==> src/rtl/button_pkg.sv <==
`default_nettype none
// ============================================================================
//  Module   : button_pkg
//  Purpose  : Shared types and 12 MHz timing defaults for the button reader.
//  Revision : 1.0  initial release
// ============================================================================
package button_pkg;

  localparam int CLK_HZ                    = 12_000_000;
  localparam int DEFAULT_DEBOUNCE_CYCLES   = CLK_HZ / 100;  // 10 ms
  localparam int DEFAULT_LONG_PRESS_CYCLES = CLK_HZ;        // 1 s

  typedef enum logic [2:0] {
    IDLE       = 3'd0,
    DB_PRESS   = 3'd1,
    PRESSED    = 3'd2,
    HELD       = 3'd3,
    DB_RELEASE = 3'd4
  } btn_state_t;

  // Debounced level is 1 in every state that follows an accepted press.
  function automatic logic is_pressed_state(input btn_state_t s);
    return (s == PRESSED) || (s == HELD) || (s == DB_RELEASE);
  endfunction

endpackage
`default_nettype wire

==> src/rtl/button_channel.sv <==
`default_nettype none
// ============================================================================
//  Module   : button_channel
//  Purpose  : One button: 2-flop synchronizer, debounce FSM, hold counter,
//             registered level and press/release/long-press pulses.
//             Input `pin` is already polarity-normalized (1 = pressed).
//  Revision : 1.0  initial release
// ============================================================================
module button_channel
  import button_pkg::*;
#(
  parameter int DEBOUNCE_CYCLES   = DEFAULT_DEBOUNCE_CYCLES,
  parameter int LONG_PRESS_CYCLES = DEFAULT_LONG_PRESS_CYCLES
) (
  input  logic clk,
  input  logic rst,
  input  logic pin,
  output logic level,
  output logic press,
  output logic release_pulse,
  output logic long_press
);

  localparam int            CW      = $clog2(LONG_PRESS_CYCLES);
  localparam logic [CW-1:0] DB_LAST = CW'(DEBOUNCE_CYCLES - 1);
  localparam logic [CW-1:0] LP_LAST = CW'(LONG_PRESS_CYCLES - 1);
  localparam logic [CW-1:0] CNT_MAX = {CW{1'b1}};

  logic [1:0]    sync;
  logic          in_sync;
  btn_state_t    state, state_n;
  logic [CW-1:0] db_cnt, db_cnt_n, db_inc;
  logic [CW-1:0] hold_cnt, hold_cnt_n, hold_inc;
  logic          long_done, long_done_n;
  logic          long_hit;
  logic          press_n, release_n, long_n;

  // Two-flop synchronizer; resets to the released level.
  always_ff @(posedge clk or posedge rst) begin
    if (rst) sync <= 2'b00;
    else     sync <= {sync[0], pin};
  end

  assign in_sync = sync[1];

  // Saturating increments: counters never wrap.
  assign db_inc   = (db_cnt   == CNT_MAX) ? db_cnt   : db_cnt   + CW'(1);
  assign hold_inc = (hold_cnt == CNT_MAX) ? hold_cnt : hold_cnt + CW'(1);

  // Long press fires once per press, exactly LONG_PRESS_CYCLES after press.
  assign long_hit = (hold_cnt == LP_LAST) && !long_done;

  // Next-state, counter and event decode. The IDLE/PRESSED sample that
  // starts a debounce counts as the first stable cycle, so the debounce
  // completes when the incremented counter reaches DEBOUNCE_CYCLES-1.
  always_comb begin
    state_n     = state;
    db_cnt_n    = db_cnt;
    hold_cnt_n  = hold_cnt;
    long_done_n = long_done;
    press_n     = 1'b0;
    release_n   = 1'b0;
    long_n      = 1'b0;
    case (state)
      IDLE: begin
        if (in_sync) begin
          state_n  = DB_PRESS;
          db_cnt_n = '0;
        end
      end
      DB_PRESS: begin
        if (!in_sync) begin
          state_n  = IDLE;
          db_cnt_n = '0;
        end else if (db_inc == DB_LAST) begin
          state_n     = PRESSED;
          press_n     = 1'b1;
          db_cnt_n    = '0;
          hold_cnt_n  = '0;
          long_done_n = 1'b0;
        end else begin
          db_cnt_n = db_inc;
        end
      end
      PRESSED: begin
        hold_cnt_n = hold_inc;
        if (long_hit) begin
          long_n      = 1'b1;
          long_done_n = 1'b1;
        end
        if (!in_sync) begin
          state_n  = DB_RELEASE;
          db_cnt_n = '0;
        end else if (long_hit) begin
          state_n = HELD;
        end
      end
      HELD: begin
        hold_cnt_n = hold_inc;
        if (!in_sync) begin
          state_n  = DB_RELEASE;
          db_cnt_n = '0;
        end
      end
      DB_RELEASE: begin
        hold_cnt_n = hold_inc;
        if (in_sync) begin
          // Bounce: go back where we came from, hold count untouched.
          state_n  = (long_done || long_hit) ? HELD : PRESSED;
          db_cnt_n = '0;
          if (long_hit) begin
            long_n      = 1'b1;
            long_done_n = 1'b1;
          end
        end else if (db_inc == DB_LAST) begin
          // Completed release takes priority over a coincident long press.
          state_n   = IDLE;
          release_n = 1'b1;
          db_cnt_n  = '0;
        end else begin
          db_cnt_n = db_inc;
          if (long_hit) begin
            long_n      = 1'b1;
            long_done_n = 1'b1;
          end
        end
      end
      default: begin
        state_n  = IDLE;
        db_cnt_n = '0;
      end
    endcase
  end

  // State, counters and registered outputs.
  always_ff @(posedge clk or posedge rst) begin
    if (rst) begin
      state         <= IDLE;
      db_cnt        <= '0;
      hold_cnt      <= '0;
      long_done     <= 1'b0;
      level         <= 1'b0;
      press         <= 1'b0;
      release_pulse <= 1'b0;
      long_press    <= 1'b0;
    end else begin
      state         <= state_n;
      db_cnt        <= db_cnt_n;
      hold_cnt      <= hold_cnt_n;
      long_done     <= long_done_n;
      level         <= is_pressed_state(state_n);
      press         <= press_n;
      release_pulse <= release_n;
      long_press    <= long_n;
    end
  end

endmodule
`default_nettype wire

==> src/rtl/button_reader.sv <==
`default_nettype none
// ============================================================================
//  Module   : button_reader
//  Purpose  : NUM_BUTTONS independent debounced button channels producing
//             clean levels and press / release / long-press pulses.
//             `release` is a reserved word, so that output is release_pulse.
//  Revision : 1.0  initial release
// ============================================================================
module button_reader
  import button_pkg::*;
#(
  parameter int NUM_BUTTONS       = 4,
  parameter int DEBOUNCE_CYCLES   = DEFAULT_DEBOUNCE_CYCLES,
  parameter int LONG_PRESS_CYCLES = DEFAULT_LONG_PRESS_CYCLES,
  parameter int ACTIVE_LOW        = 1
) (
  input  logic                   CLK_12_MHZ,
  input  logic                   RST,
  input  logic [NUM_BUTTONS-1:0] btn_raw,
  output logic [NUM_BUTTONS-1:0] btn_level,
  output logic [NUM_BUTTONS-1:0] press,
  output logic [NUM_BUTTONS-1:0] release_pulse,
  output logic [NUM_BUTTONS-1:0] long_press
);

  logic [NUM_BUTTONS-1:0] pin_pressed;

  // Normalize polarity before synchronizing so every channel sees 1 = pressed.
  assign pin_pressed = (ACTIVE_LOW != 0) ? ~btn_raw : btn_raw;

  generate
    for (genvar i = 0; i < NUM_BUTTONS; i++) begin : g_ch
      button_channel #(
        .DEBOUNCE_CYCLES  (DEBOUNCE_CYCLES),
        .LONG_PRESS_CYCLES(LONG_PRESS_CYCLES)
      ) u_channel (
        .clk          (CLK_12_MHZ),
        .rst          (RST),
        .pin          (pin_pressed[i]),
        .level        (btn_level[i]),
        .press        (press[i]),
        .release_pulse(release_pulse[i]),
        .long_press   (long_press[i])
      );
    end
  endgenerate

endmodule
`default_nettype wire

==> config.mk <==
export PLATFORM = sky130hd
export DESIGN_NAME = button_reader
export DESIGN_NICKNAME = d
export VERILOG_FILES = /design/src/rtl/button_pkg.sv /design/src/rtl/button_channel.sv /design/src/rtl/button_reader.sv
export SDC_FILE = /design/constraint.sdc
export NUM_CORES = 1
export LEC_CHECK = 0
export CORE_ASPECT_RATIO = 2
export CORE_MARGIN = 2
export CORE_UTILIZATION = 64
export CTS_CLUSTER_DIAMETER = 50
export DETAILED_ROUTE_END_ITERATION = 8
export GPL_ROUTABILITY_DRIVEN = 0
export PLACE_DENSITY = 0.79
export SYNTH_ARGS = -nofsm -noshare
export SYNTH_HDL_FRONTEND = slang
export SYNTH_SLANG_ARGS = --single-unit
export TNS_END_PERCENT = 10
==> constraint.sdc <==
create_clock -name CLK_12_MHZ -period 9.95 [get_ports CLK_12_MHZ]
set_input_delay 1.99 -clock CLK_12_MHZ [delete_from_list [all_inputs] [get_ports CLK_12_MHZ]]
set_output_delay 1.99 -clock CLK_12_MHZ [all_outputs]
set_load 0.05 [all_outputs]
==> results of run 1 <==
==> report_power, final <==
part           internal, mW  total [mW]  switching [mW]  leakage (nW)
sequential            0.949       0.960          0.0114          3.21
clock                 0.500       0.882           0.382         0.365
combinational        0.0192      0.0762          0.0569          2.63
total                  1.47        1.92           0.450          6.20
==> state kept, by name (all words and copies together), names as in the netlist <==
| register | flops |
|---|---|
| g_ch.u_channel.long_done | 4 |
| g_ch.u_channel.release_pulse | 4 |
| g_ch.u_channel.state | 12 |
| g_ch.u_channel.db_cnt | 96 |
| g_ch.u_channel.long_press | 4 |
| g_ch.u_channel.level | 4 |
| g_ch.u_channel.press | 4 |
| g_ch.u_channel.hold_cnt | 96 |
| g_ch.u_channel.sync | 8 |
==> kinds of logic after synthesis <==
logic type,Yosys count,share of synthesized area (%)
fa+ha+maj,8,0.6980
mux,17,1.204
buf+inv,164,4.903
simple gates,862,30.57
xor+xnor,114,6.962
flops,232,40.48
compound gates,322,15.18
==> metal layers <==
metal	routed length, microns	track usage, %	share of wire (%)
met5	0	0	0
met4	2345	20.00	6.5
met3	1559	4.772	4.3
met2	19310	55.95	54
met1	12790	32.95	36
==> cell type report <==
cell class	count	area share, %
multi-input combinational	1323	51.46
sequential	232	38.08
clock buffer	29	4.120
tap	276	2.265
timing repair buffer	35	2.068
inverter	48	1.231
clock inverter	11	0.7715
==> critical path: cells and delay by family (launching register included) <==
| family | cells | cell delay, ns |
|---|---|---|
| AOI/OAI and AO/OA | 1 | 0.47 |
| adders and majority gates | 1 | 0.34 |
| DFF | 1 | 0.45 |
| and+or+nand+nor | 7 | 2.75 |
==> cells in the final DEF (no fill, tap or decap), types with 5 or more instances in the layout <==
| cell | synthesis | layout |
|---|---|---|
| and2_1 | 20 | 20 |
| nor4b_1 | 6 | 6 |
| nand2b_1 | 21 | 21 |
| o41ai_1 | 5 | 5 |
| buf_4 | 18 | 14 |
| o2111ai_1 | 11 | 11 |
| clkbuf_16 | 0 | 23 |
| a211o_1 | 6 | 6 |
| and3_1 | 47 | 47 |
| dfrtp_1 | 232 | 232 |
| mux2i_1 | 15 | 15 |
| nand3b_1 | 8 | 8 |
| xor2_1 | 61 | 61 |
| a21o_1 | 12 | 12 |
| a211oi_1 | 10 | 10 |
| or3_1 | 19 | 19 |
| clkinv_2 | 0 | 5 |
| nand2_1 | 189 | 189 |
| clkdlybuf4s50_1 | 0 | 21 |
| nand4_1 | 77 | 77 |
| nor4_1 | 25 | 25 |
| o311ai_0 | 14 | 14 |
| a2111oi_0 | 5 | 5 |
| nand3_1 | 110 | 110 |
| or4_1 | 8 | 8 |
| nor2_1 | 216 | 215 |
| a21oi_1 | 71 | 70 |
| or2_2 | 7 | 7 |
| o31ai_1 | 17 | 17 |
| o21ai_0 | 56 | 56 |
| and4_1 | 28 | 28 |
| nor3b_1 | 12 | 12 |
| o211ai_1 | 23 | 23 |
| nor3_1 | 45 | 45 |
| nor2b_1 | 5 | 5 |
| a31oi_1 | 37 | 36 |
| ha_1 | 8 | 8 |
| inv_1 | 48 | 47 |
| xnor2_1 | 53 | 53 |
==> final timing paths <==
| check | end | slack [ns] |
|---|---|---|
| setup / recovery | g_ch[3].u_channel.hold_cnt[9]$_DFFE_PP0P_ | 5.79 |
| hold / removal | g_ch[1].u_channel.sync[1]$_DFF_PP0_ | 0.35 |
| setup reg to reg | g_ch[3].u_channel.hold_cnt[9]$_DFFE_PP0P_ | 5.79 |
| hold reg to reg | g_ch[1].u_channel.sync[1]$_DFF_PP0_ | 0.35 |
| max in group asynchronous | g_ch[3].u_channel.hold_cnt[1]$_DFFE_PP0P_ | 6.48 |
| min in group asynchronous | g_ch[1].u_channel.db_cnt[4]$_DFFE_PP0P_ | 2.02 |
==> stage by stage <==
stage,power [mW],cell area [sq um]
3_5_place_dp,1.054,14500
6_report,1.919,15240
4_1_cts,1.933,15240
5_1_grt,1.982,15240
2_1_floorplan,1.030,14340
3_3_place_gp,1.052,14500
==> impl_metrics.toml, run 1 <==
[outcome]
outcome = "finished, final reports clean"

[clock_network]
clk_pin_slew_worst_paths_ns = 0.06
insertion_delay_ns = 0.54
max-clock-path-buffers = 3
root_buffer = "clkbuf_16"
cts_tree = "yes"
cts_resized = 0
postCtsHoldBufs = 0
cts_buffers = 23
cts_setup_buffers = 0
htreeDepth = 1
cts.sinks = 232

[pwr]
ir_drop_mv = 0.2216
p_leak_nw = 6.204
p_per_area_nw_per_um2 = 125.9

[critical_path]
crit_type = "flip-flop to flip-flop"
critical_path.slowest_cell = "nor3_4"
critPathMaxStageDelay_ns = 0.73
end_kind = "flip-flop"
cp_data_arrival_time_ns = 4.54
reg2reg_depth = 9
start_kind = "flip-flop"
cp_cell_sequence = "ha_1 -> nand3_1 -> or4_1 -> or3_1 -> a2111o_1 -> nor4b_4 -> nand3_2 -> nor3_4 -> nor2_1"
startpoint = "g_ch[3].u_channel.db_cnt[0]$_DFFE_PP0P_"
path_max_fanout = 24
cp.required_ns = 10.32
r2r-start = "g_ch[3].u_channel.db_cnt[0]$_DFFE_PP0P_"

[timing]
setup_viol = 0
finalCritPeriodShare_pct = 41.85
rsz0062_at_grt = "false"
timing.fmax_mhz = 240.1
final.min_clock_period_ns = 4.165
relSlewSlack_pct = 14.63
worstMarginPinSlew_ns = 1.277
finClkSkew_ns = 0.01250
drv_slew = 0
hold_viol = 0
holdWs_ns = 0.3494
finalSetupTns_ns = 0
timing.final.ws_setup_ns = 5.785

[finish]
fin_cells = 1954
finish.utilization_pct = 69.10
regArea_sq_um = 5806
area_growth_pct = 6.299
drive_gt1_share_pct = 4.708
fillers = 1835
antennaDiodeCount = 0
multi_input_area_sq_um = 7845
final_net_count = 1677

[job]
maxCapViolCount = 0

[synthesis]
synth_edf_count = 0
syn_nets = 1733
synth.avg_cell_area_sq_um = 8.343
ys.flop_type = "dfrtp_1"
yosys_warnings = 0
syn_area_sq_um = 14340
synth_cells = 1719
synth.area.top_cells = "dfrtp_1, nor2_1, nand2_1"
ys_seq_elements = 232
seq_area_frac_synth_pct = 40.48
synth_most_common_cell = "dfrtp_1"
yosys.area.top_type_share_pct = 40.48
async_reset_ff_share_pct = 100.0
ys_types = 78
synthTopCellsByCount = "dfrtp_1, nor2_1, nand2_1"
synth_top_area_cell = "dfrtp_1"

[floorplanning]
boundaryPins = 22
die_area_sq_um = 23690
dieWidth_microns = 109.9
core-area_sq_um = 22060
rows = 77
initial_core_util_pct = 65.00
die_h_microns = 215.7

[grt]
grt_max_degree = 122
antenna_found_initial = 0
grt.overflow.total = 0
grt_pass1_wl_mm = 60.68
grt_pass1_vias = 12908
grt.total_usage_pct = 31.31

[placement]
place_hpwl_mm = 25.16
place_ws_ns = 5.822
placedCellCount = 1914
port_buffers = 21

[routing]
drc = 0
drt-vias-per-instance = 6.671
routed_wl_mm = 36.01
ant_nets = 0
num_vias = 13035
wl_per_cell_microns = 18.43
drt_iter0_drc = 910
dr.pass1.iters = 7

[worst_hold_path]
hold_depth = 0
hold_start = "g_ch[1].u_channel.sync[0]$_DFF_PP0_"
hp-class = "flip-flop to flip-flop"
Power figures use the tool's default switching activity.
==> run 2, diff against run 1 <==
--- a/config.mk
+++ b/config.mk
@@ -7,11 +7,11 @@
 export LEC_CHECK = 0
 export CORE_ASPECT_RATIO = 2
 export CORE_MARGIN = 2
-export CORE_UTILIZATION = 64
+export CORE_UTILIZATION = 58
 export CTS_CLUSTER_DIAMETER = 50
 export DETAILED_ROUTE_END_ITERATION = 8
 export GPL_ROUTABILITY_DRIVEN = 0
-export PLACE_DENSITY = 0.79
+export PLACE_DENSITY = 0.76
 export SYNTH_ARGS = -nofsm -noshare
 export SYNTH_HDL_FRONTEND = slang
 export SYNTH_SLANG_ARGS = --single-unit
==> constraint.sdc (replaced) <==
create_clock -name CLK_12_MHZ -period 3.5 [get_ports CLK_12_MHZ]
set_input_delay 0.7 -clock CLK_12_MHZ [delete_from_list [all_inputs] [get_ports CLK_12_MHZ]]
set_output_delay 0.7 -clock CLK_12_MHZ [all_outputs]
set_load 0.05 [all_outputs]
==> run 2 against run 1 <==
  * Register-to-register slack got worse by 5.6 ns
  * Largest cell class unchanged
  * Count of clock-buffer cells in the layout rose by 2
  * Clock skew rose by 0.0042 ns
  * Worst setup slack got worse by 5.6 ns
  * Sequential cell count did not move
  * Critical path depth rose by 1
  * Via count rose by 0.26%
  * Sequential power rose to 2.8 times the previous value
  * First-iteration DRC count fell by 4.1%
  * Critical path type unchanged
  * Clock power rose to 3.0 times the previous value
  * Highest routed layer unchanged
==> impl_metrics.toml, run 2 (synthesized netlist as in run 1, its figures left out) <==
[grt]
grt_max_degree = 58
grt_pass1_wl_mm = 60.79
grt.overflow.total = 0
antenna_found_initial = 0
grt.total_usage_pct = 28.45
grt_pass1_vias = 12921

[clock_network]
root_buffer = "clkbuf_16"
insertion_delay_ns = 0.53
cts_buffers = 22
max-clock-path-buffers = 3
htreeDepth = 1
clk_pin_slew_worst_paths_ns = 0.07
cts_tree = "yes"
cts.sinks = 232

[routing]
drt-vias-per-instance = 6.301
num_vias = 13069
ant_nets = 0
drc = 0
wl_per_cell_microns = 17.68
drt_iter0_drc = 873
routed_wl_mm = 36.68
dr.pass1.iters = 7

[critical_path]
cp_top_family = "simple AND/OR/NAND/NOR gates"
cp_cell_sequence = "ha_1 -> nand3_1 -> or4_1 -> or3_1 -> a2111o_1 -> nor4b_4 -> a31oi_2 -> buf_4 -> a21oi_1 -> o21ai_0"
critPathMaxStageDelay_ns = 0.48
end_kind = "flip-flop"
r2r_setup_slack_ns = 0.15
crit_type = "flip-flop to flip-flop"
critical_path.slowest_cell = "a2111o_1"
cp_data_arrival_time_ns = 3.75
path_max_fanout = 9
critPathBufInv = 1
cp.required_ns = 3.90
start_kind = "flip-flop"

[finish]
layout_commonest_cell = "dfrtp_1"
top_regs = "g_ch.u_channel.db_cnt x96, g_ch.u_channel.hold_cnt x96, g_ch.u_channel.state x12"
finish.utilization_pct = 65.43
drive_gt1_share_pct = 8.668
fillers = 2066
area_growth_pct = 11.44
multi_input_area_sq_um = 7898
antennaDiodeCount = 0
final_net_count = 1743
regArea_sq_um = 5806
mostFrequentLayoutCells = "dfrtp_1, nor2_1, nand2_1"
fin_cells = 2074

[pwr]
p_seq_share_pct = 48.7
pwr-share-comb_pct = 4.5
switchingPower_mw = 1.227
swShare_pct = 21.94
p_per_area_nw_per_um2 = 350.0
internal_power_mw = 4.366
clkPwrFrac_pct = 46.8
ir_drop_mv = 0.3798
p_leak_nw = 6.591

[floorplanning]
boundaryPins = 22
initial_core_util_pct = 58.72
core-area_sq_um = 24420
die_h_microns = 226.4
dieWidth_microns = 115.2
die_area_sq_um = 26080
rows = 81

[outcome]
outcome = "finished, final reports clean"

[timing]
holdWs_ns = 0.3506
hold_viol = 0
worstMarginPinSlew_ns = 0.8186
relSlewSlack_pct = 45.43
rsz0062_at_grt = "true"
drv_slew = 0
timing.fmax_mhz = 298.8
finalCritPeriodShare_pct = 95.63
final.min_clock_period_ns = 3.347
setup_viol = 0
finClkSkew_ns = 0.01673

[worst_hold_path]
hp-class = "flip-flop to flip-flop"

[job]
maxCapViolCount = 0

[placement]
place_hpwl_mm = 26.38
placedCellCount = 2034
port_buffers = 21
## run 2: changes by cell type in the layout (fill, tap and decap cells not counted), moves of 2 or more
cell | previous run | this run
buf_4 | 14 | 75
nor4_1 | 25 | 22
bufinv_16 | 2 | 4
nor4_2 | 0 | 3
buf_12 | 0 | 6
clkbuf_8 | 3 | 5
clkinv_2 | 5 | 2
## run 2: area by class of cell
class | count | share of cell area, %
sequential | 232 | 36.33
clock inverter | 6 | 0.8142
multi-input combinational | 1323 | 49.42
tap | 332 | 2.599
inverter | 48 | 1.151
clock buffer | 31 | 4.102
timing repair buffer | 102 | 5.590
## run 2: final timing paths
path | from | end | cells past startpoint
worst max-delay path | g_ch[3].u_channel.db_cnt[1]$_DFFE_PP0P_ | g_ch[3].u_channel.db_cnt[1]$_DFFE_PP0P_ | 10
worst min-delay path | g_ch[1].u_channel.sync[0]$_DFF_PP0_ | g_ch[1].u_channel.sync[1]$_DFF_PP0_ | 0
worst max register to register | g_ch[3].u_channel.db_cnt[1]$_DFFE_PP0P_ | g_ch[3].u_channel.db_cnt[1]$_DFFE_PP0P_ | 10
worst min register to register | g_ch[1].u_channel.sync[0]$_DFF_PP0_ | g_ch[1].u_channel.sync[1]$_DFF_PP0_ | 0
max in group asynchronous | RST | g_ch[1].u_channel.hold_cnt[9]$_DFFE_PP0P_ | 3
min in group asynchronous | RST | g_ch[0].u_channel.db_cnt[8]$_DFFE_PP0P_ | 2
## run 2: power groups by stage
stage               logic (mW)  registers (mW)  clock network, mW
global route             0.279            2.72               2.78
global placement         0.246            2.77                  0
CTS                      0.252            2.72               2.68
floorplan                0.166            2.76                  0
detailed placement       0.252            2.77                  0
finish                   0.251            2.72               2.62
## run 2: worst reg2reg max path, stage by stage, from the launching register on
cell and delay (ns):
dfrtp_1 0.43, ha_1 0.20, nand3_1 0.15, or4_1 0.47, or3_1 0.37, a2111o_1 0.48
nor4b_4 0.32, a31oi_2 0.25, buf_4 0.24, a21oi_1 0.20, o21ai_0 0.12
## run 2: stage by stage
stage / instance area, sq um / total power [mW] / TNS, ns / setup slack (ns)
final: 15980 / 5.593 / 0 / 0.1528
after global routing: 15980 / 5.779 / -1.507 / -0.08955
after CTS: 15900 / 5.655 / 0 / 0.1363
after detailed placement: 15120 / 3.024 / 0 / 0.1734
after global placement: 15120 / 3.018 / 0 / 0.2657
after floorplan: 14350 / 2.929 / -54.74 / -0.2359
## run 2: timing repair
action	CTS	global route
resized for setup	0	11
endpoints found under the setup margin	0	54
hold buffers	0	0
endpoints found under the hold margin	0	0
setup buffers	0	3
## run 2: layer usage
metal	track usage [%]	vias up	share of wire (%)
met5	0	-	0
met1	29.90	6315	36
met3	3.528	149	3.6
met2	53.19	359	55
li1	-	6246	-
met4	16.25	0	5.4
==> run 3, diff against run 2 <==
--- a/config.mk
+++ b/config.mk
@@ -5,9 +5,13 @@
 export SDC_FILE = /design/constraint.sdc
 export NUM_CORES = 1
 export LEC_CHECK = 0
+export ABC_AREA = 1
+export CAP_MARGIN = 20
+export CELL_PAD_IN_SITES_DETAIL_PLACEMENT = 0
+export CELL_PAD_IN_SITES_GLOBAL_PLACEMENT = 2
 export CORE_ASPECT_RATIO = 2
 export CORE_MARGIN = 2
-export CORE_UTILIZATION = 58
+export CORE_UTILIZATION = 33
 export CTS_CLUSTER_DIAMETER = 50
 export DETAILED_ROUTE_END_ITERATION = 8
 export GPL_ROUTABILITY_DRIVEN = 0
==> run 3 against run 2 <==
  * Cell area rose by 13%
  * Global-route usage is 9.4 points lower
  * Sequential share of layout area down 4.0 points
  * Combinational power rose by 40%
  * Synthesized cell count grew 39%
  * Hold slack got worse by 0.0030 ns
  * Synthesized area grew 11%
  * Clock skew rose by 0.012 ns
  * Critical path depth is 5 higher
  * Clock power grew 24%
  * Critical endpoint is now g_ch[3].u_channel.db_cnt[5]$_DFFE_PP0P_
  * Highest routed layer unchanged
==> impl_metrics.toml, run 3 <==
[outcome]
outcome = "finished, final reports clean"

[timing]
finalCritPeriodShare_pct = 87.21
rsz0062_at_grt = "false"
finalSetupTns_ns = 0
relSlewSlack_pct = 48.26
holdWs_ns = 0.3476
timing.fmax_mhz = 327.6
setup_viol = 0
timing.final.ws_setup_ns = 0.4475
drv_slew = 0
final.min_clock_period_ns = 3.053
worstMarginPinSlew_ns = 0.7745
finClkSkew_ns = 0.02906
hold_viol = 0

[clock_network]
cts_resized = 0
cts_setup_buffers = 0
cts.sinks = 232
cts_tree = "yes"
htreeDepth = 1
clk_pin_slew_worst_paths_ns = 0.06
max-clock-path-buffers = 3
insertion_delay_ns = 0.59
postCtsHoldBufs = 0
cts_buffers = 31
root_buffer = "clkbuf_16"

[finish]
final_net_count = 2441
mostFrequentLayoutCells = "nand2_1, nor2_1, inv_1"
layout_commonest_cell = "nand2_1"
fin_cells = 3089
antennaDiodeCount = 0
area_growth_pct = 12.73
drive_gt1_share_pct = 6.487
final_cell_area_sq_um = 17980
finish.utilization_pct = 37.40
top_regs = "g_ch.u_channel.db_cnt x96, g_ch.u_channel.hold_cnt x96, g_ch.u_channel.state x12"

[synthesis]
syn_nets = 2410
ys.flop_type = "dfrtp_1"
synth_edf_count = 0
async_reset_ff_share_pct = 100.0
syn_area_sq_um = 15950
synth.avg_cell_area_sq_um = 6.657
ys_types = 41
yosys.area.top_type_share_pct = 36.40
yosys_warnings = 0
seq_area_frac_synth_pct = 36.40
synth_cells = 2396
synth_most_common_cell = "nand2_1"
synth_top_area_cell = "dfrtp_1"
ys_seq_elements = 232
synthTopCellsByCount = "nand2_1, nor2_1, inv_1"
synth.area.top_cells = "dfrtp_1, nand2_1, nand3_1"

[worst_hold_path]
hold_depth = 0
hp-class = "flip-flop to flip-flop"

[placement]
placedCellCount = 3032
placed_cell_area_sq_um = 16950
place_ws_ns = 0.4589
port_buffers = 21
place_hpwl_mm = 35.25

[pwr]
total_power_mw = 6.332
ir_drop_mv = 0.3862
switchingPower_mw = 1.685
swShare_pct = 26.61
clkPwrFrac_pct = 51.2
p_leak_nw = 7.506
internal_power_mw = 4.648
p_seq_share_pct = 43.3
p_per_area_nw_per_um2 = 352.2
pwr-share-comb_pct = 5.5

[critical_path]
critPathMaxStageDelay_ns = 0.46
crit_type = "flip-flop to flip-flop"
cp_top_family = "simple AND/OR/NAND/NOR gates"
end_kind = "flip-flop"
start_kind = "flip-flop"
cp_data_arrival_time_ns = 3.48
cp.depth = 15
path_max_fanout = 18
critical_path.slowest_cell = "dfrtp_1"
cp.required_ns = 3.93
crit_top_cell = "nand2_2"
critPathBufInv = 1
reg2reg_depth = 15
cp_cell_sequence = "ha_1 -> nand2_2 -> nor2_4 -> nand2_2 -> nor2_4 -> nand2_2 -> buf_4 -> nand2_1 -> nand2_1 -> nor2_1 -> nand2_1 -> nor2_4 -> nand2_2 -> nand2_2 -> o22ai_1"

[floorplanning]
rows = 114
dieWidth_microns = 159.5
die_h_microns = 314.9
core-area_sq_um = 48070
initial_core_util_pct = 33.18
die_area_sq_um = 50210
boundaryPins = 22

[routing]
num_vias = 15174
drt-vias-per-instance = 4.912
wl_per_cell_microns = 15.29
dr.pass1.iters = 6
drt_iter0_drc = 1056
drc = 0
ant_nets = 0
routed_wl_mm = 47.24

[grt]
grt_max_degree = 40
grt.total_usage_pct = 19.01
grt_pass1_wl_mm = 79.09
grt_pass1_vias = 14961
grt.overflow.total = 0
antenna_found_initial = 0

[job]
maxCapViolCount = 0
## run 3: final timing paths
path | from | end | slack [ns]
setup / recovery | g_ch[3].u_channel.db_cnt[0]$_DFFE_PP0P_ | g_ch[3].u_channel.db_cnt[5]$_DFFE_PP0P_ | 0.45
hold / removal | g_ch[0].u_channel.sync[0]$_DFF_PP0_ | g_ch[0].u_channel.sync[1]$_DFF_PP0_ | 0.35
setup reg to reg | g_ch[3].u_channel.db_cnt[0]$_DFFE_PP0P_ | g_ch[3].u_channel.db_cnt[5]$_DFFE_PP0P_ | 0.45
hold reg to reg | g_ch[0].u_channel.sync[0]$_DFF_PP0_ | g_ch[0].u_channel.sync[1]$_DFF_PP0_ | 0.35
max in group asynchronous | RST | g_ch[2].u_channel.db_cnt[23]$_DFFE_PP0P_ | 2.21
min in group asynchronous | RST | g_ch[1].u_channel.hold_cnt[16]$_DFFE_PP0P_ | 0.60
## run 3: layer usage
metal / wire length (microns) / vias to the layer above / part of all wire (%) / global-route usage (%)
met3: 1863 / 50 / 3.9 / 1.855
li1: - / 7799 / - / -
met5: 0 / - / 0 / 0
met4: 903 / 0 / 1.9 / 4.814
met2: 21490 / 250 / 45 / 31.25
met1: 22980 / 7075 / 49 / 26.86
## run 3: cell families (layout without fill, tap and decap cells)
logic type                 count (synthesis)  count (layout)  synth area share [%]
AOI/OAI and AO/OA                        203             203                 7.335
xor gates and xnor gates                 103             103                 5.656
adders and majority gates                  8               8                0.6276
buffers and inverters                    391             446                 10.19
DFF                                      232             232                 36.40
and+or+nand+nor                         1459            1459                 39.79
## run 3: final cells by class
type                            instances  area [sq um]
Sequential cell                       232          5806
Clock buffer                           33         803.3
Tap cell                              638         798.3
Inverter                              332          1250
Timing Repair Buffer                   57         568.0
Fill cell                            5277         30090
Clock inverter                         24         230.2
Multi-Input combinational cell       1773          8524
## run 3: power by group through the flow
stage | Clock [mW] | Combinational (mW) | Sequential, mW
floorplan | 0 | 0.237 | 2.78
global placement | 0 | 0.363 | 2.79
detailed placement | 0 | 0.357 | 2.79
CTS | 3.38 | 0.359 | 2.74
global route | 3.47 | 0.402 | 2.74
finish | 3.24 | 0.351 | 2.74
